`src/rtl/mem_port_arbiter_if.sv`:
```
// mem_port_arbiter_if: requester, loader and RAM-port signals of mem_port_arbiter.
interface mem_port_arbiter_if #(
  parameter int ADDR_WIDTH = 10,
  parameter int DATA_WIDTH = 32
);
  logic                    if_req;
  logic [ADDR_WIDTH-1:0]   if_addr;
  logic                    if_gnt;
  logic                    if_rvalid;
  logic [DATA_WIDTH-1:0]   if_rdata;
  logic                    d_req;
  logic                    d_we;
  logic [DATA_WIDTH/8-1:0] d_be;
  logic [ADDR_WIDTH-1:0]   d_addr;
  logic [DATA_WIDTH-1:0]   d_wdata;
  logic                    d_gnt;
  logic                    d_rvalid;
  logic [DATA_WIDTH-1:0]   d_rdata;
  logic                    ld_req;
  logic [ADDR_WIDTH-1:0]   ld_addr;
  logic [DATA_WIDTH-1:0]   ld_wdata;
  logic                    ld_gnt;
  logic                    mem_en;
  logic [DATA_WIDTH/8-1:0] mem_we;
  logic [ADDR_WIDTH-1:0]   mem_addr;
  logic [DATA_WIDTH-1:0]   mem_wdata;
  logic [DATA_WIDTH-1:0]   mem_rdata;
  logic                    addr_err;
  modport slave (
    input  if_req, if_addr, d_req, d_we, d_be, d_addr, d_wdata, ld_req, ld_addr, ld_wdata, mem_rdata,
    output if_gnt, if_rvalid, if_rdata, d_gnt, d_rvalid, d_rdata, ld_gnt,
           mem_en, mem_we, mem_addr, mem_wdata, addr_err
  );
  modport master (
    output if_req, if_addr, d_req, d_we, d_be, d_addr, d_wdata, ld_req, ld_addr, ld_wdata, mem_rdata,
    input  if_gnt, if_rvalid, if_rdata, d_gnt, d_rvalid, d_rdata, ld_gnt,
           mem_en, mem_we, mem_addr, mem_wdata, addr_err
  );
endinterface

```
`src/rtl/mem_port_arbiter.sv`:
```
// mem_port_arbiter: shares one 1-cycle-latency RAM port between fetch, load/store and the debug loader.
module mem_port_arbiter #(
  parameter int ADDR_WIDTH = 10,
  parameter int DATA_WIDTH = 32,
  parameter int MEM_DEPTH  = 1024
) (
  input logic clk,
  input logic rst,
  mem_port_arbiter_if.slave bus
);
  typedef enum logic [1:0] {OWN_NONE, OWN_IF, OWN_D} owner_e;
  owner_e owner_q, owner_d;
  logic rr_q, rr_d;
  logic oor_q, oor_d;
  logic [DATA_WIDTH-1:0] if_rdata_q, d_rdata_q, resp;
  logic gnt_ld, gnt_if, gnt_d, gnt_any, contend;
  logic [ADDR_WIDTH-1:0] addr;
  // rr_q = 1 means the data side wins the next fetch/data contention
  always_comb begin
    gnt_ld = rst && bus.ld_req;
    gnt_if = rst && !bus.ld_req && bus.if_req && (!bus.d_req || !rr_q);
    gnt_d = rst && !bus.ld_req && bus.d_req && (!bus.if_req || rr_q);
    gnt_any = gnt_ld || gnt_if || gnt_d;
    contend = rst && !bus.ld_req && bus.if_req && bus.d_req;
    addr = gnt_ld ? bus.ld_addr : gnt_d ? bus.d_addr : bus.if_addr;
    oor_d = gnt_any && (32'(addr) >= MEM_DEPTH);
    rr_d = contend ? gnt_if : rr_q;
    owner_d = gnt_if ? OWN_IF : (gnt_d && !bus.d_we) ? OWN_D : OWN_NONE;
    bus.ld_gnt = gnt_ld;
    bus.if_gnt = gnt_if;
    bus.d_gnt = gnt_d;
    bus.mem_en = gnt_any && !oor_d;
    bus.mem_we = !bus.mem_en ? '0 : gnt_ld ? '1 : (gnt_d && bus.d_we) ? bus.d_be : '0;
    bus.mem_addr = addr;
    bus.mem_wdata = gnt_ld ? bus.ld_wdata : bus.d_wdata;
    resp = oor_q ? '0 : bus.mem_rdata;
    bus.if_rvalid = owner_q == OWN_IF;
    bus.d_rvalid = owner_q == OWN_D;
    bus.if_rdata = bus.if_rvalid ? resp : if_rdata_q;
    bus.d_rdata = bus.d_rvalid ? resp : d_rdata_q;
    bus.addr_err = oor_q;
  end
  always_ff @(posedge clk or negedge rst) begin
    if (!rst) begin
      rr_q <= 1'b0;
      owner_q <= OWN_NONE;
      oor_q <= 1'b0;
      if_rdata_q <= '0;
      d_rdata_q <= '0;
    end else begin
      rr_q <= rr_d;
      owner_q <= owner_d;
      oor_q <= oor_d;
      if_rdata_q <= bus.if_rdata;
      d_rdata_q <= bus.d_rdata;
    end
  end
endmodule

```
`src/flat_wrapper.sv`:
```
// flat-port wrapper written by rule: the top's interface ports become plain ports
module mem_port_arbiter_flat 
#(
  parameter int ADDR_WIDTH = 10,
  parameter int DATA_WIDTH = 32,
  parameter int MEM_DEPTH  = 1024
)
  (clk, rst, bus_if_req, bus_if_addr, bus_d_req, bus_d_we, bus_d_be, bus_d_addr, bus_d_wdata, bus_ld_req, bus_ld_addr, bus_ld_wdata, bus_mem_rdata, bus_if_gnt, bus_if_rvalid, bus_if_rdata, bus_d_gnt, bus_d_rvalid, bus_d_rdata, bus_ld_gnt, bus_mem_en, bus_mem_we, bus_mem_addr, bus_mem_wdata, bus_addr_err);
  mem_port_arbiter_if #(.ADDR_WIDTH(ADDR_WIDTH), .DATA_WIDTH(DATA_WIDTH)) bus_i ();
  input logic clk;
  input logic rst;
  input wire logic [$bits(bus_i.if_req)-1:0] bus_if_req;
  input wire logic [$bits(bus_i.if_addr)-1:0] bus_if_addr;
  input wire logic [$bits(bus_i.d_req)-1:0] bus_d_req;
  input wire logic [$bits(bus_i.d_we)-1:0] bus_d_we;
  input wire logic [$bits(bus_i.d_be)-1:0] bus_d_be;
  input wire logic [$bits(bus_i.d_addr)-1:0] bus_d_addr;
  input wire logic [$bits(bus_i.d_wdata)-1:0] bus_d_wdata;
  input wire logic [$bits(bus_i.ld_req)-1:0] bus_ld_req;
  input wire logic [$bits(bus_i.ld_addr)-1:0] bus_ld_addr;
  input wire logic [$bits(bus_i.ld_wdata)-1:0] bus_ld_wdata;
  input wire logic [$bits(bus_i.mem_rdata)-1:0] bus_mem_rdata;
  output wire logic [$bits(bus_i.if_gnt)-1:0] bus_if_gnt;
  output wire logic [$bits(bus_i.if_rvalid)-1:0] bus_if_rvalid;
  output wire logic [$bits(bus_i.if_rdata)-1:0] bus_if_rdata;
  output wire logic [$bits(bus_i.d_gnt)-1:0] bus_d_gnt;
  output wire logic [$bits(bus_i.d_rvalid)-1:0] bus_d_rvalid;
  output wire logic [$bits(bus_i.d_rdata)-1:0] bus_d_rdata;
  output wire logic [$bits(bus_i.ld_gnt)-1:0] bus_ld_gnt;
  output wire logic [$bits(bus_i.mem_en)-1:0] bus_mem_en;
  output wire logic [$bits(bus_i.mem_we)-1:0] bus_mem_we;
  output wire logic [$bits(bus_i.mem_addr)-1:0] bus_mem_addr;
  output wire logic [$bits(bus_i.mem_wdata)-1:0] bus_mem_wdata;
  output wire logic [$bits(bus_i.addr_err)-1:0] bus_addr_err;
  assign bus_i.if_req = bus_if_req;
  assign bus_i.if_addr = bus_if_addr;
  assign bus_i.d_req = bus_d_req;
  assign bus_i.d_we = bus_d_we;
  assign bus_i.d_be = bus_d_be;
  assign bus_i.d_addr = bus_d_addr;
  assign bus_i.d_wdata = bus_d_wdata;
  assign bus_i.ld_req = bus_ld_req;
  assign bus_i.ld_addr = bus_ld_addr;
  assign bus_i.ld_wdata = bus_ld_wdata;
  assign bus_i.mem_rdata = bus_mem_rdata;
  assign bus_if_gnt = bus_i.if_gnt;
  assign bus_if_rvalid = bus_i.if_rvalid;
  assign bus_if_rdata = bus_i.if_rdata;
  assign bus_d_gnt = bus_i.d_gnt;
  assign bus_d_rvalid = bus_i.d_rvalid;
  assign bus_d_rdata = bus_i.d_rdata;
  assign bus_ld_gnt = bus_i.ld_gnt;
  assign bus_mem_en = bus_i.mem_en;
  assign bus_mem_we = bus_i.mem_we;
  assign bus_mem_addr = bus_i.mem_addr;
  assign bus_mem_wdata = bus_i.mem_wdata;
  assign bus_addr_err = bus_i.addr_err;
  mem_port_arbiter #(.ADDR_WIDTH(ADDR_WIDTH), .DATA_WIDTH(DATA_WIDTH), .MEM_DEPTH(MEM_DEPTH)) u_core (.clk(clk), .rst(rst), .bus(bus_i));
endmodule
```
`config.mk`:
```
export PLATFORM = sky130hd
export DESIGN_NAME = mem_port_arbiter_flat
export DESIGN_NICKNAME = d
export VERILOG_FILES = /design/src/rtl/mem_port_arbiter_if.sv /design/src/rtl/mem_port_arbiter.sv /design/src/flat_wrapper.sv
export SDC_FILE = /design/constraint.sdc
export NUM_CORES = 1
export LEC_CHECK = 0
export CAP_MARGIN = 20
export CORE_MARGIN = 3
export CORE_UTILIZATION = 34
export CTS_BUF_LIST = sky130_fd_sc_hd__clkbuf_16
export CTS_CLUSTER_SIZE = 30
export DETAILED_ROUTE_END_ITERATION = 7
export GPL_TIMING_DRIVEN = 0
export PLACE_DENSITY = 0.87
export RECOVER_POWER = 25
export SKIP_LAST_GASP = 1
export SLEW_MARGIN = 30
export SYNTH_ARGS = -nofsm -noshare
export SYNTH_HDL_FRONTEND = slang
export SYNTH_SLANG_ARGS = --single-unit
```
`constraint.sdc`:
```
create_clock -name clk -period 1.8 [get_ports clk]
set_input_delay 0.27 -clock clk [delete_from_list [all_inputs] [get_ports clk]]
set_output_delay 0.27 -clock clk [all_outputs]
set_load 0.05 [all_outputs]
```
# == Yosys cells after proc, flatten, opt, wreduce, memory -nomap -nowiden ==
# Cells that the tools add are included.
# Widths: inputs -> output; s select.
# totals
inputBits,136
output_inout_bits,117
latch_bits,0
ramBits,0
romBits,0
ff_bits,67
mem_count,0
# classes
n_shift,0
eq_ne,2
div_mod_pow,0
n_mul,0
order_cmp,0
mux,10
n_reduce_logical,18
bitwise_logic,0
addsub,0
# op_table
op,n
$mux 32,3
$mux 10,2
$mux 4,3
$logic_and 1x1->1,9
$logic_not 1->1,5
$logic_or 1x1->1,4
$mux 2,2
$eq 2x1->1 const B,1
$eq 2x2->1 const B,1

# == Depth between registers and ports, before layout ==
# logic_depth
ltp_word,8
depth_mapped,6
mapped_depth_nobuf,4

# == Least setup slack after synthesis ==
# OpenSTA, ideal clock, no wires.
# synth_path
path_type,reg-to-output
start,register u_core.rr_q
end,output bus_mem_addr[9]
stages_incl_launch_ff,5
setup_slack_ns,-0.084
arrival_ns,1.614
path_cell_list,dfrtp_1 -> nand2b_1 -> and3_4 -> buf_6 -> o211ai_1
# synth_via
elab_chain_cells,4
# synth_lines
item,line,text
start: declaration,mem_port_arbiter.sv:13,"logic rr_q, rr_d;"
start signal: assignment,mem_port_arbiter.sv:51,rr_q <= rr_d;
$logic_or 1x1->1,mem_port_arbiter.sv:22,gnt_d = rst && !bus.ld_req && bus.d_req && (!bus.if_req || rr_q);
$logic_and 1x1->1,mem_port_arbiter.sv:22,
$mux 10 (2 in series),mem_port_arbiter.sv:25,addr = gnt_ld ? bus.ld_addr : gnt_d ? bus.d_addr : bus.if_addr;
end: declaration,flat_wrapper.sv:32,output wire logic [$bits(bus_i.mem_addr)-1:0] bus_mem_addr;
# No other way between the ends.

# == Worst setup path after layout ==
# layout_path
start,register u_core.owner_q[0]
end,output bus_d_rdata[10]
# layout_via
elab_chain_cells,2
# layout_lines
item,line,text
start: declaration,mem_port_arbiter.sv:12,"owner_e owner_q, owner_d;"
start signal: assignment,mem_port_arbiter.sv:52,owner_q <= owner_d;
$eq 2x2->1,mem_port_arbiter.sv:38,bus.d_rvalid = owner_q == OWN_D;
$mux 32,mem_port_arbiter.sv:40,bus.d_rdata = bus.d_rvalid ? resp : d_rdata_q;
end: declaration,flat_wrapper.sv:28,output wire logic [$bits(bus_i.d_rdata)-1:0] bus_d_rdata;
# No other way between the ends.

==> flow_metrics.tcl <==
set metrics [dict create \
    status "complete, but fails checks" \
    failed_checks "negative setup slack" \
    yosysTopAreaCellShare 0.499 \
    irDropWorstVdd_mv 0.787 \
    drt-wirelength-per-cell_microns 21.7 \
    clock-sinks 67 \
    skew_ns 0.00721 \
    clock-root-buffer "sky130_fd_sc_hd__clkbuf_16" \
    synthDominantAreaCellType "sky130_fd_sc_hd__dfrtp_1" \
    cp_data_required_time_ns 1.53 \
    hpwl_detailed_microns 10400 \
    timing.rr.end "u_core.d_rdata_q[12]$_DFF_PN0_" \
    tritoncts.num_buffers 9 \
    timing.fmax_mhz 496 \
    floorplan.initialDensity 0.357 \
    power.leakage_nw 3.46 \
    synth_seq_area_share 0.499 \
    hold_path_class "primary input to flip-flop" \
    die_y_microns 105 \
    n_antenna_cell 0 \
    synth_most_common_cell "sky130_fd_sc_hd__nand2_1" \
    port_buffers 251 \
    hold_start "bus_d_req" \
    report.final.hold_viol_count 0 \
    r2r-start "u_core.owner_q[0]$_DFF_PN0_" \
    timing.final.ws_setup_ns -0.215 \
    initialDrtViolationCount 120 \
    gpl.final_weighted_congestion 0.855 \
    clock_insertion_delay_worst_skew_ns 0.33 \
    gr-total-overflow 0 \
    placed_area_sq_um 6070 \
    clk_path_buf_depth 2 \
    post-route-drc-count 0 \
    drt-total-wl_microns 16000 \
    drtPass1Iterations 4 \
    ys.flop_type "sky130_fd_sc_hd__dfrtp_1" \
    syn-instance-count 310 \
    final_net_count 739 \
    synth.cell_area_sq_um 3360 \
    report.final.slew_viol_count 0 \
    synth_nets 446 \
    drive_above_1_share 0.431 \
    min_period_ns 2.02 \
    synth_enable_flop_cells 0 \
    post-route-cell-area_sq_um 7170 \
    critical-path-max-stage-delay_ns 0.38 \
    overall_track_demand_over_capacity_in_global_routing 0.252 \
    worstMarginPinSlew_ns 1.13 \
    grt_antenna_before_repair 0 \
    rsz0062_at_grt "true" \
    multi_input_comb_area_sq_um 1720 \
    timing.critical_path.cells "nand2b_4 -> buf_8 -> buf_6 -> clkbuf_16 -> mux2_4 -> buf_8" \
    global_route_wire_length_before_repair_microns 21500 \
    drv_cap 0 \
    critPathArrivalTime_ns 1.75 \
    core_region_area_sq_um 9420 \
    p_per_area_nw_per_um2 1430 \
    r2r_slack_ns 0.31 \
    critPathMostFrequentCell "sky130_fd_sc_hd__buf_8" \
    final.fill_count 601 \
    first_global_vias 3769 \
    synth_top_cells_by_count "sky130_fd_sc_hd__nand2_1, sky130_fd_sc_hd__dfrtp_1, sky130_fd_sc_hd__mux2_2" \
    clk_pin_slew_ns 0.05 \
    synth.distinct_cells 27 \
    critical_path_peak_fanout 7 \
    r2r_worst_path_depth 5 \
    worst-setup-path-type "flip-flop to primary output" \
    post_synth.cell_area_avg_sq_um 10.8 \
    post-route-period-util 1.12 \
    instances_no_fill 737 \
    placedCellCount 691 \
    max-slew-margin-rel 0.246 \
    critical_path.endpoint_type "primary output" \
    cts_h_tree_lvls 3 \
    io_pins 253 \
    hold_path_depth 3 \
    row_count 35 \
    synth.area.top_cells "sky130_fd_sc_hd__dfrtp_1, sky130_fd_sc_hd__mux2_2, sky130_fd_sc_hd__nand2_1" \
    fin_tns_setup_ns -10.36 \
    slowest_stage "sky130_fd_sc_hd__dfrtp_1" \
    pin_count_of_the_biggest_net_entering_global_routing 26 \
    post_drt_via_cell_ratio 4.89 \
    setup-violations-final 77 \
    areaGrowthSynthToFinish_pct 113 \
    synthArstFlopShare 1.00 \
    crit_path_start_kind "flip-flop" \
    postRouteAntennaNets 0 \
    fp.dieArea_sq_um 11100 \
    tritoncts "done" \
    synth.ff_latch_count 67 \
    worst_min_delay_path_endpoint "u_core.rr_q$_DFFE_PN0P_" \
    floorplan.die.width_microns 105 \
    sequential_cell_area_sq_um 1680 \
    vias 3601 \
    yosys_warnings 0 \
]
cell families after synthesis:
kind of cell / count (synthesis) / share of synthesized area
and+or+nand+nor: 136 / 0.169
DFF: 67 / 0.499
muxes: 64 / 0.222
buffers and inverters: 25 / 0.0573
AOI/OAI and AO/OA: 16 / 0.0491
xor gates and xnor gates: 1 / 0.00261
other: 1 / 0.00112
layout by cell type (no fill, tap or decap), types with 2 or more instances in the layout:
cell type,instances
sky130_fd_sc_hd__a31o_4,4
sky130_fd_sc_hd__buf_12,6
sky130_fd_sc_hd__buf_16,2
sky130_fd_sc_hd__buf_2,9
sky130_fd_sc_hd__buf_4,46
sky130_fd_sc_hd__buf_6,52
sky130_fd_sc_hd__buf_8,42
sky130_fd_sc_hd__clkbuf_1,3
sky130_fd_sc_hd__clkbuf_16,12
sky130_fd_sc_hd__clkdlybuf4s50_1,131
sky130_fd_sc_hd__clkinv_2,2
sky130_fd_sc_hd__dfrtp_1,66
sky130_fd_sc_hd__dlygate4sd3_1,4
sky130_fd_sc_hd__dlymetal6s2s_1,2
sky130_fd_sc_hd__inv_1,2
sky130_fd_sc_hd__mux2_2,14
sky130_fd_sc_hd__mux2_4,50
sky130_fd_sc_hd__nand2_1,118
sky130_fd_sc_hd__nand2b_4,2
sky130_fd_sc_hd__nand4_1,10
sky130_fd_sc_hd__nor2b_1,2
sky130_fd_sc_hd__o211ai_2,8
worst max-delay path by stage:
| stage | slack (ns) | end | startpoint |
|---|---|---|---|
| 6_report | -0.22 | bus_d_rdata[10] | u_core.owner_q[0]$_DFF_PN0_ |
| 5_1_grt | -0.24 | bus_d_rdata[10] | u_core.owner_q[0]$_DFF_PN0_ |
| 4_1_cts | -0.21 | bus_if_rdata[2] | u_core.owner_q[1]$_DFF_PN0_ |
| 3_5_place_dp | -1.03 | bus_mem_en | rst |
| 3_3_place_gp | -3.44 | bus_mem_wdata[29] | rst |
| 2_1_floorplan | -0.04 | bus_mem_addr[9] | u_core.rr_q$_DFFE_PN0P_ |
state kept, by name (all words and copies together), names as in the netlist:
signal,count
u_core.owner_q,2
u_core.if_rdata_q,32
u_core.d_rdata_q,32
u_core.rr_q,1
timing repair:
item	4_1_cts	5_1_grt
setup buffers	10	13
cloned	5	3
hold endpoints to repair	29	0
pin swaps	14	0
gates resized for setup	830	76
endpoints found under the setup margin	116	82
hold buffers	4	0
metrics by stage:
step | util | hold WS [ns] | power, mW | setup WS [ns]
6_report | 0.762 | 0.357 | 10.3 | -0.215
5_1_grt | 0.762 | 0.389 | 10.6 | -0.240
4_1_cts | 0.728 | 0.396 | 9.65 | -0.210
3_5_place_dp | 0.644 | 0.168 | 7.35 | -1.03
3_3_place_gp | 0.642 | 0.472 | 7.22 | -3.44
2_1_floorplan | - | -0.0256 | 5.52 | -0.0379
power by group:
part           switching, mW  internal [mW]
clock                  0.669           1.07
combinational           3.60           2.65
sequential             0.229           2.06
total                   4.50           5.79
area by class of cell:
type | count | area share
repair buffers | 286 | 0.435
multi-input cells | 218 | 0.240
flip-flops and latches | 67 | 0.234
clock buffers | 9 | 0.0314
plain buffers | 19 | 0.0272
well taps | 129 | 0.0225
clock inverters | 7 | 0.00959
inverters | 2 | 0.00105
worst max-delay path, delay by kind of cell, from the launching register on:
family | cells | cell delay, ns
buf+inv | 4 | 0.57
flops | 1 | 0.38
mux | 1 | 0.32
simple gates | 1 | 0.14
layer usage:
metal | global-route usage | part of all wire | vias up
li1 | - | - | 1623
met1 | 0.265 | 0.34 | 1750
met5 | 0 | 0 | -
met4 | 0.118 | 0.043 | 0
met3 | 0.0618 | 0.065 | 38
met2 | 0.466 | 0.55 | 190
Note: power is estimated with default switching activity, not from simulation.
